<file path="config.mk">
export PLATFORM = sky130hd
export DESIGN_NAME = cache_arbiter
export DESIGN_NICKNAME = d
export VERILOG_FILES = /design/src/rtl/cache_arbiter.sv
export SDC_FILE = /design/constraint.sdc
export NUM_CORES = 1
export LEC_CHECK = 0
export ABC_AREA = 1
export BUFFER_PORTS_ARGS = -buffer_cell sky130_fd_sc_hd__buf_2
export CAP_MARGIN = 15
export CELL_PAD_IN_SITES_DETAIL_PLACEMENT = 1
export CELL_PAD_IN_SITES_GLOBAL_PLACEMENT = 1
export CORE_AREA = 3 3 385 387
export CTS_CLUSTER_SIZE = 28
export DETAILED_ROUTE_END_ITERATION = 12
export DIE_AREA = 0 0 388 390
export PLACE_DENSITY = 0.54
export SETUP_SLACK_MARGIN = 0.5
export SLEW_MARGIN = 5
export SYNTH_ARGS = -nofsm -noshare
export SYNTH_HDL_FRONTEND = slang
export SYNTH_SLANG_ARGS = --single-unit
export TNS_END_PERCENT = 100
</file>
<file path="constraint.sdc">
create_clock -name clk -period 6.9 [get_ports clk]
set_clock_uncertainty 0.05 [all_clocks]
set_input_delay 1.38 -clock clk [delete_from_list [all_inputs] [get_ports clk]]
set_output_delay 1.38 -clock clk [all_outputs]
set_load 0.1 [all_outputs]
</file>
<file path="src/rtl/cache_arbiter.sv">
// Arbitrates I-cache fills and D-cache fills/writebacks onto one memory burst port,
// moving each 256-bit line as four 64-bit beats.
module cache_arbiter #(
   parameter int LINE_W = 256,
   parameter int BEAT_W = 64
) (
   input  logic              clk,
   input  logic              rst_n,
   input  logic              i_read,
   input  logic [31:0]       i_addr,
   output logic [LINE_W-1:0] i_rdata,
   output logic              i_resp,
   input  logic              d_read,
   input  logic              d_write,
   input  logic [31:0]       d_addr,
   input  logic [LINE_W-1:0] d_wdata,
   output logic [LINE_W-1:0] d_rdata,
   output logic              d_resp,
   output logic              mem_read,
   output logic              mem_write,
   output logic [31:0]       mem_addr,
   output logic [BEAT_W-1:0] mem_wdata,
   input  logic [BEAT_W-1:0] mem_rdata,
   input  logic              mem_resp
);

   localparam int NBEATS = LINE_W / BEAT_W;
   localparam int CNT_W  = (NBEATS > 1) ? $clog2(NBEATS) : 1;
   localparam logic [CNT_W-1:0] LAST_BEAT = CNT_W'(NBEATS - 1);

   localparam logic [2:0] IDLE = 3'd0;
   localparam logic [2:0] I_RD = 3'd1;
   localparam logic [2:0] D_RD = 3'd2;
   localparam logic [2:0] D_WR = 3'd3;
   localparam logic [2:0] DONE = 3'd4;

   // last_grant: 0 = I-cache served last, 1 = D-cache served last
   logic [2:0]        state_q, state_d;
   logic [CNT_W-1:0]  beat_cnt_q, beat_cnt_d;
   logic [31:0]       addr_q, addr_d;
   logic [LINE_W-1:0] rline_q, rline_d;
   logic [LINE_W-1:0] wline_q, wline_d;
   logic              last_grant_q, last_grant_d;
   logic              d_req;
   logic              burst;

   assign d_req = d_read | d_write;

   always_comb begin
      state_d      = state_q;
      beat_cnt_d   = beat_cnt_q;
      addr_d       = addr_q;
      rline_d      = rline_q;
      wline_d      = wline_q;
      last_grant_d = last_grant_q;
      case (state_q)
         IDLE: begin
            // On a tie, D wins unless it was the side served last
            if (d_req && (!i_read || !last_grant_q)) begin
               state_d      = d_write ? D_WR : D_RD;
               addr_d       = d_addr & ~32'h1F;
               beat_cnt_d   = '0;
               last_grant_d = 1'b1;
               if (d_write) begin
                  wline_d = d_wdata;
               end
            end else if (i_read) begin
               state_d      = I_RD;
               addr_d       = i_addr & ~32'h1F;
               beat_cnt_d   = '0;
               last_grant_d = 1'b0;
            end
         end
         I_RD, D_RD: begin
            if (mem_resp) begin
               rline_d[BEAT_W*beat_cnt_q +: BEAT_W] = mem_rdata;
               beat_cnt_d = beat_cnt_q + 1'b1;
               if (beat_cnt_q == LAST_BEAT) begin
                  state_d = DONE;
               end
            end
         end
         D_WR: begin
            if (mem_resp) begin
               beat_cnt_d = beat_cnt_q + 1'b1;
               if (beat_cnt_q == LAST_BEAT) begin
                  state_d = DONE;
               end
            end
         end
         DONE: begin
            state_d = IDLE;
         end
         default: begin
            state_d = IDLE;
         end
      endcase
   end

   always_ff @(posedge clk or negedge rst_n) begin
      if (!rst_n) begin
         state_q      <= IDLE;
         beat_cnt_q   <= '0;
         addr_q       <= '0;
         rline_q      <= '0;
         wline_q      <= '0;
         last_grant_q <= 1'b0;
      end else begin
         state_q      <= state_d;
         beat_cnt_q   <= beat_cnt_d;
         addr_q       <= addr_d;
         rline_q      <= rline_d;
         wline_q      <= wline_d;
         last_grant_q <= last_grant_d;
      end
   end

   // Every output decodes registered state only, so nothing from the inputs reaches mem_*
   assign burst     = (state_q == I_RD) || (state_q == D_RD) || (state_q == D_WR);
   assign mem_read  = (state_q == I_RD) || (state_q == D_RD);
   assign mem_write = (state_q == D_WR);
   assign mem_addr  = burst ? addr_q : 32'h0;
   assign mem_wdata = mem_write ? wline_q[BEAT_W*beat_cnt_q +: BEAT_W] : '0;
   assign i_resp    = (state_q == DONE) && !last_grant_q;
   assign d_resp    = (state_q == DONE) && last_grant_q;
   assign i_rdata   = rline_q;
   assign d_rdata   = rline_q;

endmodule

</file>
* Yosys cells after proc, flatten, opt, wreduce, memory -nomap -nowiden
Cells that the tools add are included.
** Cells by class
- Shift-type cells :: 3
- Reduce and logical (&&, ||, !) cells :: 18
- Multiply operators :: 0
- Div/mod/pow operators :: 0
- Bitwise gates (word level) :: 1
- Magnitude comparators :: 0
- Add/sub/neg operators :: 2
- Equality and inequality tests :: 8
- Muxes and demuxes :: 17
** Operators by type and width (count)
- $bwmux W256 :: 1
- $shift A64 B34 Y256 const A :: 1
- $shiftx A256 B9 Y64 :: 1
- $shiftx A64 B34 Y256 :: 1
- $mux W32 :: 3
- $mux W64 :: 1
- $neg A8 Y34 :: 1
- $mux W3 :: 4
- $reduce_and A3 Y1 :: 3
- $eq A3 B2 Y1 const B :: 2
- $mux W2 :: 3
- $pmux W3 S2 :: 1
- $ne A2 B1 Y1 const B :: 2
- $pmux W2 S2 :: 1
- $reduce_and A2 Y1 :: 2
- $reduce_bool A2 Y1 :: 2
- $eq A3 B1 Y1 const B :: 1
- $eq A3 B3 Y1 const B :: 1
- $logic_and A1 B1 Y1 :: 3
- $logic_not A3 Y1 :: 1
- $logic_or A1 B1 Y1 :: 3
- $mux W1 :: 3
- $ne A3 B3 Y1 const B :: 1
- $reduce_or A3 Y1 :: 1
- other kinds (5) :: 6
** Storage, ports and cells
- Bits in latches :: 0
- Register bits after elaboration :: 550
- Output and inout bits :: 612
- ROM bits :: 0
- RAM bits :: 0
- Memories kept :: 0
- Bits of input ports :: 390

* Depth between registers and ports, before layout
Gate-level depths: netlist of the first run.
- Depth in word-level cells :: 5
- Mapped depth :: 11
- Depth with buffers taken out :: 8

* Worst setup path before layout of the first run
OpenSTA, ideal clock, no wires.
- Kind :: register -> output
- From :: register state_q[1]
- To :: output mem_wdata[10]
- Path slack :: 834 ps
- Cell stages (with the launch flop) :: 6
- Data arrival time :: 4636 ps
- Data required time :: 5470 ps
- Cell sequence :: dfrtp_1 -> inv_1 -> nor3_1 -> inv_2 -> clkbuf_1 -> a21oi_1
** Between the ends
- Longest elaborated chain between the ends :: 2
** Ends and longest elaborated chain
- start: declaration :: line 38 : logic [2:0] state_q, state_d;
- start signal: assignment :: line 109 : state_q <= state_d;
- $eq A3 B2 Y1 :: line 121 : assign mem_write = (state_q == D_WR);
- via mem_write :: line 20 : output logic mem_write,
- $mux W64 :: line 123 : assign mem_wdata = mem_write ? wline_q[BEAT_W*beat_cnt_q +: BEAT_W] : '0;
- end: declaration :: line 22 : output logic [BEAT_W-1:0] mem_wdata,
The timed path passes the listed nets, and every way through them passes these cells.

* Worst setup path after layout of the first run
- From :: register beat_cnt_q[0]
- To :: output mem_wdata[33]
** Between the ends
- Longest elaborated chain between the ends :: 2
** Ends and longest elaborated chain
- start: declaration :: line 39 : logic [CNT_W-1:0] beat_cnt_q, beat_cnt_d;
- start signal: assignment :: line 110 : beat_cnt_q <= beat_cnt_d;
- $shiftx A256 B9 Y64 :: line 123
- $mux W64 :: line 123
Every way passes these cells.

==> results.cfg, run 1 <==
[die]
start_util = 0.194
num_io_pins = 1002
fp.dieW_um = 388
dieArea_um2 = 151000
die_h_um = 390
rows = 140
core-area_um2 = 145000

[sta]
rsz0062_at_grt = no
max_slew.worst_pin.slew_ns = 1.09
final_max_slew_viol_count = 0
min_period_ns = 5.31
setup_viol = 0
hold_ws_ns = 0.433
setup_tns_ns = 0
timing.fmax_mhz = 188
maxSlewHeadroom = 0.273
hold_viol_final = 0
period_share = 0.769

[finish]
final_core_util = 0.243
drive_gt1_frac = 0.274
fin_nets = 4600
multiInputGateArea_um2 = 10500
area_growth_pct = 25.6
register_area_um2 = 13600
fin_area_um2 = 35300
n_fill_cell = 17700

[placement]
hpwl_um = 101000
portBuffers = 986
placed_area_um2 = 32700
place_congestion = 0.780

[critical_path]
r2r_cells = 7
reg2reg_to = d_rdata[76]
cp-start-kind = register
crit_type = register to primary output
required_ns = 5.47
crit_path_end_kind = primary output
path_max_fanout = 77
cpPeakStageDelay_ns = 0.78
crit_path_top_delay_cell = inv_4
cp_top_family = buffers and inverters
r2r_setup_slack_ns = 2.98
reg2reg_from = beat_cnt_q[0]
worstPathCellList = inv_4 > buf_4 > o21ai_0 > a21oi_1 > buf_2
critPathArrivalTime_ns = 3.88
critPathBufInv = 3

[worst_hold_path]
hold_path_class = register to register
hold_start = wline_q[236]
hold_path_end = wline_q[236]
whs_path_depth = 2

[logic_synthesis]
postSynthCellCount = 3642
synth_edf_count = 0
synth_seq_cells = 545
yosysUniqueCellTypes = 23
async_reset_ff_frac = 1.00
syn_area_um2 = 28100
yosysTopAreaCell = dfrtp_1
yosys_warnings = 0
post-synth-top-count-cell = nand2_1
synthTopCellsByCount = nand2_1 (1059), dfrtp_1 (545), o21ai_0 (360), buf_4 (293), nor2_1 (289)
yosys-top-cells-area = dfrtp_1 (49%), nand2_1 (14%), buf_4 (7.8%)
syn_area_per_cell_um2 = 7.72
synth_top_area_share = 0.485
seq_area_frac_synth = 0.485
synth_ff_type = dfrtp_1

[power]
combPwrFrac = 0.548
p_seq_frac = 0.250
sw_frac_of_total = 0.589
finalPower_w = 0.0198
p_clk_frac = 0.202
worst_ir_drop_vdd_mv = 0.292
p_int_w = 0.00813
p_sw_w = 0.0117
power.density_nw_per_um2 = 561
leakage_nw = 19.1

[detailed_routing]
ant_nets = 0
drt_first_iter_violations = 1569
wirelength_um = 144000
vias = 27000
via_per_inst = 4.34
dr.pass1.iters = 5
wire_per_inst_um = 23.2
drc = 0

[global_route]
gr-total-overflow = 0
grt_pass1_vias = 27600
grt_max_degree = 190
antenna_found_initial = 65
grt_pass1_wl_um = 204000
track_usage = 0.184

[clocking]
tritoncts = yes
insertion_delay_ns = 0.66
postCtsSetupBuffers = 0
cts_htree_levels = 3
numClockSinks = 545
cts-root-buf = clkbuf_16
numCtsBuffers = 75
clock_path_buffers = 3
path_clk_slew_ns = 0.07
ctsHoldBuffers = 0
cts_resized = 0

[run_status]
status = finished clean

[flow_run]
drv_cap = 0
==> layout by cell type, fill, tap and decap left out, types with 7 or more instances in the layout <==
cell	n
clkbuf_16	75
clkbuf_1	18
diode_2	26
o21ai_1	53
inv_1	229
o21ai_0	360
buf_4	34
buf_2	984
a21oi_1	192
nand4_1	259
clkinv_2	9
dfrtp_1	543
clkbuf_8	16
nand2_1	1056
clkinvlp_4	7
nor2_1	289
nand3_1	86
==> state kept, by name, indices dropped and copies added (netlist names) <==
name          flops
addr_q           27
wline_q         256
state_q           3
last_grant_q      1
d_rdata         256
beat_cnt_q        2
==> how the worst max path moves through the flow <==
stage                  startpoint            end  slack, ns  depth (start not counted)
finish              beat_cnt_q[0]  mem_wdata[33]       1.59                          5
global route        beat_cnt_q[0]  mem_wdata[33]       1.31                          5
CTS                 beat_cnt_q[0]  mem_wdata[33]       1.43                          5
detailed placement  beat_cnt_q[0]  mem_wdata[33]       2.19                          5
global placement    beat_cnt_q[0]   mem_wdata[5]       2.25                          5
floorplan              state_q[1]  mem_wdata[10]       0.83                          5
==> cell families after synthesis <==
group / Yosys count / synth area share
simple gates: 1705 / 0.257
buf+inv: 780 / 0.148
compound gates: 605 / 0.108
flops: 545 / 0.485
fa+ha+maj: 6 / 0.00267
other cells: 1 / 0.000133
==> power by group through the flow <==
stage	registers, W	clock network [W]	logic [W]
3_5_place_dp	0.00503	0	0.0110
3_3_place_gp	0.00500	0	0.0109
2_1_floorplan	0.00662	0	0.00689
6_report	0.00495	0.00401	0.0108
5_1_grt	0.00510	0.00431	0.0116
4_1_cts	0.00498	0.00418	0.0110
==> layer usage <==
metal | GRT usage | part of all wire
met1 | 0.230 | 0.43
met3 | 0.0443 | 0.064
met4 | 0.0654 | 0.033
met2 | 0.308 | 0.48
met5 | 0 | 0.0018
==> tightest hold or removal path: stages, from the launching register on <==
cell and delay [ns]:
dfrtp_1 0.34, o21ai_1 0.06, nand2_1 0.05
==> through the flow <==
| step | setup slack [ns] | cells |
|---|---|---|
| after global routing | 1.31 | 6189 |
| final | 1.59 | 6207 |
| after global placement | 2.25 | 6044 |
| after floorplan | 0.834 | 3646 |
| after CTS | 1.43 | 6181 |
| after detailed placement | 2.19 | 6044 |
==> area by class of cell <==
cell class / instances / share of cell area
Antenna cell: 26 / 0.00184
Clock buffer: 109 / 0.0613
Clock inverter: 28 / 0.00972
Inverter: 236 / 0.0253
Multi-Input combinational cell: 2321 / 0.297
Sequential cell: 545 / 0.387
Tap cell: 1917 / 0.0680
Timing Repair Buffer: 1025 / 0.150
(Power assumes the default switching activity.)
==> run 2, diff against run 1 <==
--- a/config.mk
+++ b/config.mk
@@ -5,16 +5,16 @@
 export SDC_FILE = /design/constraint.sdc
 export NUM_CORES = 1
 export LEC_CHECK = 0
-export ABC_AREA = 1
+export ABC_AREA = 0
 export BUFFER_PORTS_ARGS = -buffer_cell sky130_fd_sc_hd__buf_2
 export CAP_MARGIN = 15
 export CELL_PAD_IN_SITES_DETAIL_PLACEMENT = 1
 export CELL_PAD_IN_SITES_GLOBAL_PLACEMENT = 1
-export CORE_AREA = 3 3 385 387
+export CORE_AREA = 3 3 392 394
 export CTS_CLUSTER_SIZE = 28
 export DETAILED_ROUTE_END_ITERATION = 12
-export DIE_AREA = 0 0 388 390
-export PLACE_DENSITY = 0.54
+export DIE_AREA = 0 0 395 397
+export PLACE_DENSITY = 0.5
 export SETUP_SLACK_MARGIN = 0.5
 export SLEW_MARGIN = 5
 export SYNTH_ARGS = -nofsm -noshare
==> constraint.sdc (replaced) <==
create_clock -name clk -period 4.8 [get_ports clk]
set_clock_uncertainty 0.05 [all_clocks]
set_input_delay 0.96 -clock clk [delete_from_list [all_inputs] [get_ports clk]]
set_output_delay 0.96 -clock clk [all_outputs]
set_load 0.1 [all_outputs]
==> results.cfg, run 2 <==
[critical_path]
crit_path_end_kind = primary output
cp-start-kind = register
crit_type = register to primary output
cp_top_family = buffers and inverters
path_max_fanout = 50
cpPeakStageDelay_ns = 0.66
worstPathCellList = nand3b_1 > buf_4 > nor2b_1 > buf_2
critPathArrivalTime_ns = 2.92
reg2reg_from = beat_cnt_q[0]
critPathBufInv = 2
critical_path.startpoint = state_q[2]
crit_path_top_delay_cell = dfrtp_1
required_ns = 3.79

[logic_synthesis]
seq_area_frac_synth = 0.511
synth_top_family_by_area = multiplexers
synthAdderAreaFrac = 0.00281
synth_ff_type = dfrtp_1
post-synth-top-count-cell = dfrtp_1
yosys-top-cells-area = dfrtp_1 (51%), mux2_1 (10%), mux2i_1 (9.6%)
synthXorXnorAreaFrac = 0.000328
synthMuxAreaShare = 0.258
yosysTopAreaCell = dfrtp_1
syn_area_um2 = 26700
yosys_warnings = 0
synth-compound-area-share = 0.0138
synth_edf_count = 0
yosysUniqueCellTypes = 39
synthSimpleGateAreaFrac = 0.0727
async_reset_ff_frac = 1.00
synth_seq_cells = 545
synthTopCellsByCount = dfrtp_1 (545), nand2_1 (317), buf_4 (263), inv_1 (259), mux2i_1 (256)
syn_area_per_cell_um2 = 11.8
synth_top_area_share = 0.511
postSynthCellCount = 2267

[die]
num_io_pins = 1002
fp.dieW_um = 395
die_h_um = 397
rows = 142
dieArea_um2 = 157000
core-area_um2 = 150000
start_util = 0.178

[clocking]
ctsHoldBuffers = 0
cts_resized = 0
path_clk_slew_ns = 0.06
cts_htree_levels = 3
postCtsSetupBuffers = 0
insertion_delay_ns = 0.64
clock_path_buffers = 3
cts-root-buf = clkbuf_16
tritoncts = yes
numClockSinks = 545
numCtsBuffers = 73

[sta]
setup_viol = 0
timing.fmax_mhz = 255
hold_viol_final = 0
min_period_ns = 3.93
maxSlewHeadroom = 0.293
final_max_slew_viol_count = 0
rsz0062_at_grt = no
period_share = 0.818
setup_tns_ns = 0
hold_ws_ns = 0.260
max_slew.worst_pin.slew_ns = 1.06

[global_route]
grt_max_degree = 84
grt_pass1_wl_um = 164000
antenna_found_initial = 82
track_usage = 0.147
grt_pass1_vias = 20900
gr-total-overflow = 0

[detailed_routing]
ant_nets = 0
wire_per_inst_um = 23.1
wirelength_um = 119000
vias = 19400
via_per_inst = 3.80
drc = 0
dr.pass1.iters = 4
drt_first_iter_violations = 762

[finish]
fin_area_um2 = 34800
final_cell_mix = buf_2 (985), dfrtp_1 (543), nand2_1 (317)
fin_cells = 5119
drive_gt1_frac = 0.411
fin_nets = 3404
mostFrequentLayoutCell = buf_2
area_growth_pct = 30.1

[placement]
dp.cells = 4948
portBuffers = 986
placed_area_um2 = 32200
hpwl_um = 92200
place_congestion = 0.784

[flow_run]
drv_cap = 0

[worst_hold_path]
hold_path_class = input port to async pin

[run_status]
status = finished clean
[run 2: cell types whose count changed after synthesis, moves of 64 or more]
cell | previous run | this run
nand3_1 | 88 | 1
nand4_1 | 259 | 0
nand2_1 | 1059 | 317
mux4_2 | 0 | 64
mux2_1 | 0 | 240
a21oi_1 | 192 | 27
nor2_1 | 289 | 5
mux2i_1 | 0 | 256
nor2b_1 | 0 | 64
clkbuf_1 | 133 | 40
o21ai_0 | 360 | 1
[run 2: cells by family after synthesis]
logic type               count (synthesis)
flip-flops                             545
AND/OR/NAND/NOR                        432
buffers and inverters                  643
other                                    1
adder cells (fa/ha/maj)                  6
AO/OA/AOI/OAI                           62
multiplexers                           577
XOR/XNOR                                 1
[run 2: routing by layer]
| metal | wire length (um) | track usage |
|---|---|---|
| met5 | 371 | 0 |
| met4 | 3050 | 0.0393 |
| met3 | 11300 | 0.0634 |
| met2 | 60800 | 0.262 |
| met1 | 43000 | 0.158 |
[run 2: worst paths after layout]
check	end	slack [ns]	cells past startpoint
setup / recovery	mem_wdata[46]	0.87	4
hold / removal	addr_q[19]	0.26	1
setup reg to reg	d_rdata[116]	1.77	7
hold reg to reg	wline_q[72]	0.44	1
max in group asynchronous	wline_q[64]	3.32	2
min in group clk	wline_q[72]	0.44	1
[run 2: area by class of cell]
class | instances | area, um2
antenna | 38 | 95.1
clock buffer | 104 | 2110
clock inverter | 28 | 345
fill | 17200 | 115000
inverter | 259 | 972
multi-input combinational | 1083 | 9400
sequential | 545 | 13600
tap | 2016 | 2520
timing repair buffer | 1046 | 5660
[run 2: stage by stage]
step | worst slack [ns] | util
after floorplan | 1.24 | -
after global placement | 1.25 | 0.214
after detailed placement | 1.25 | 0.214
after CTS | 0.504 | 0.231
after global routing | 0.623 | 0.231
final | 0.874 | 0.231
Power of run 2 is not shown: default switching activity piles up to over one toggle a cycle in this logic, so the estimate is an artifact.
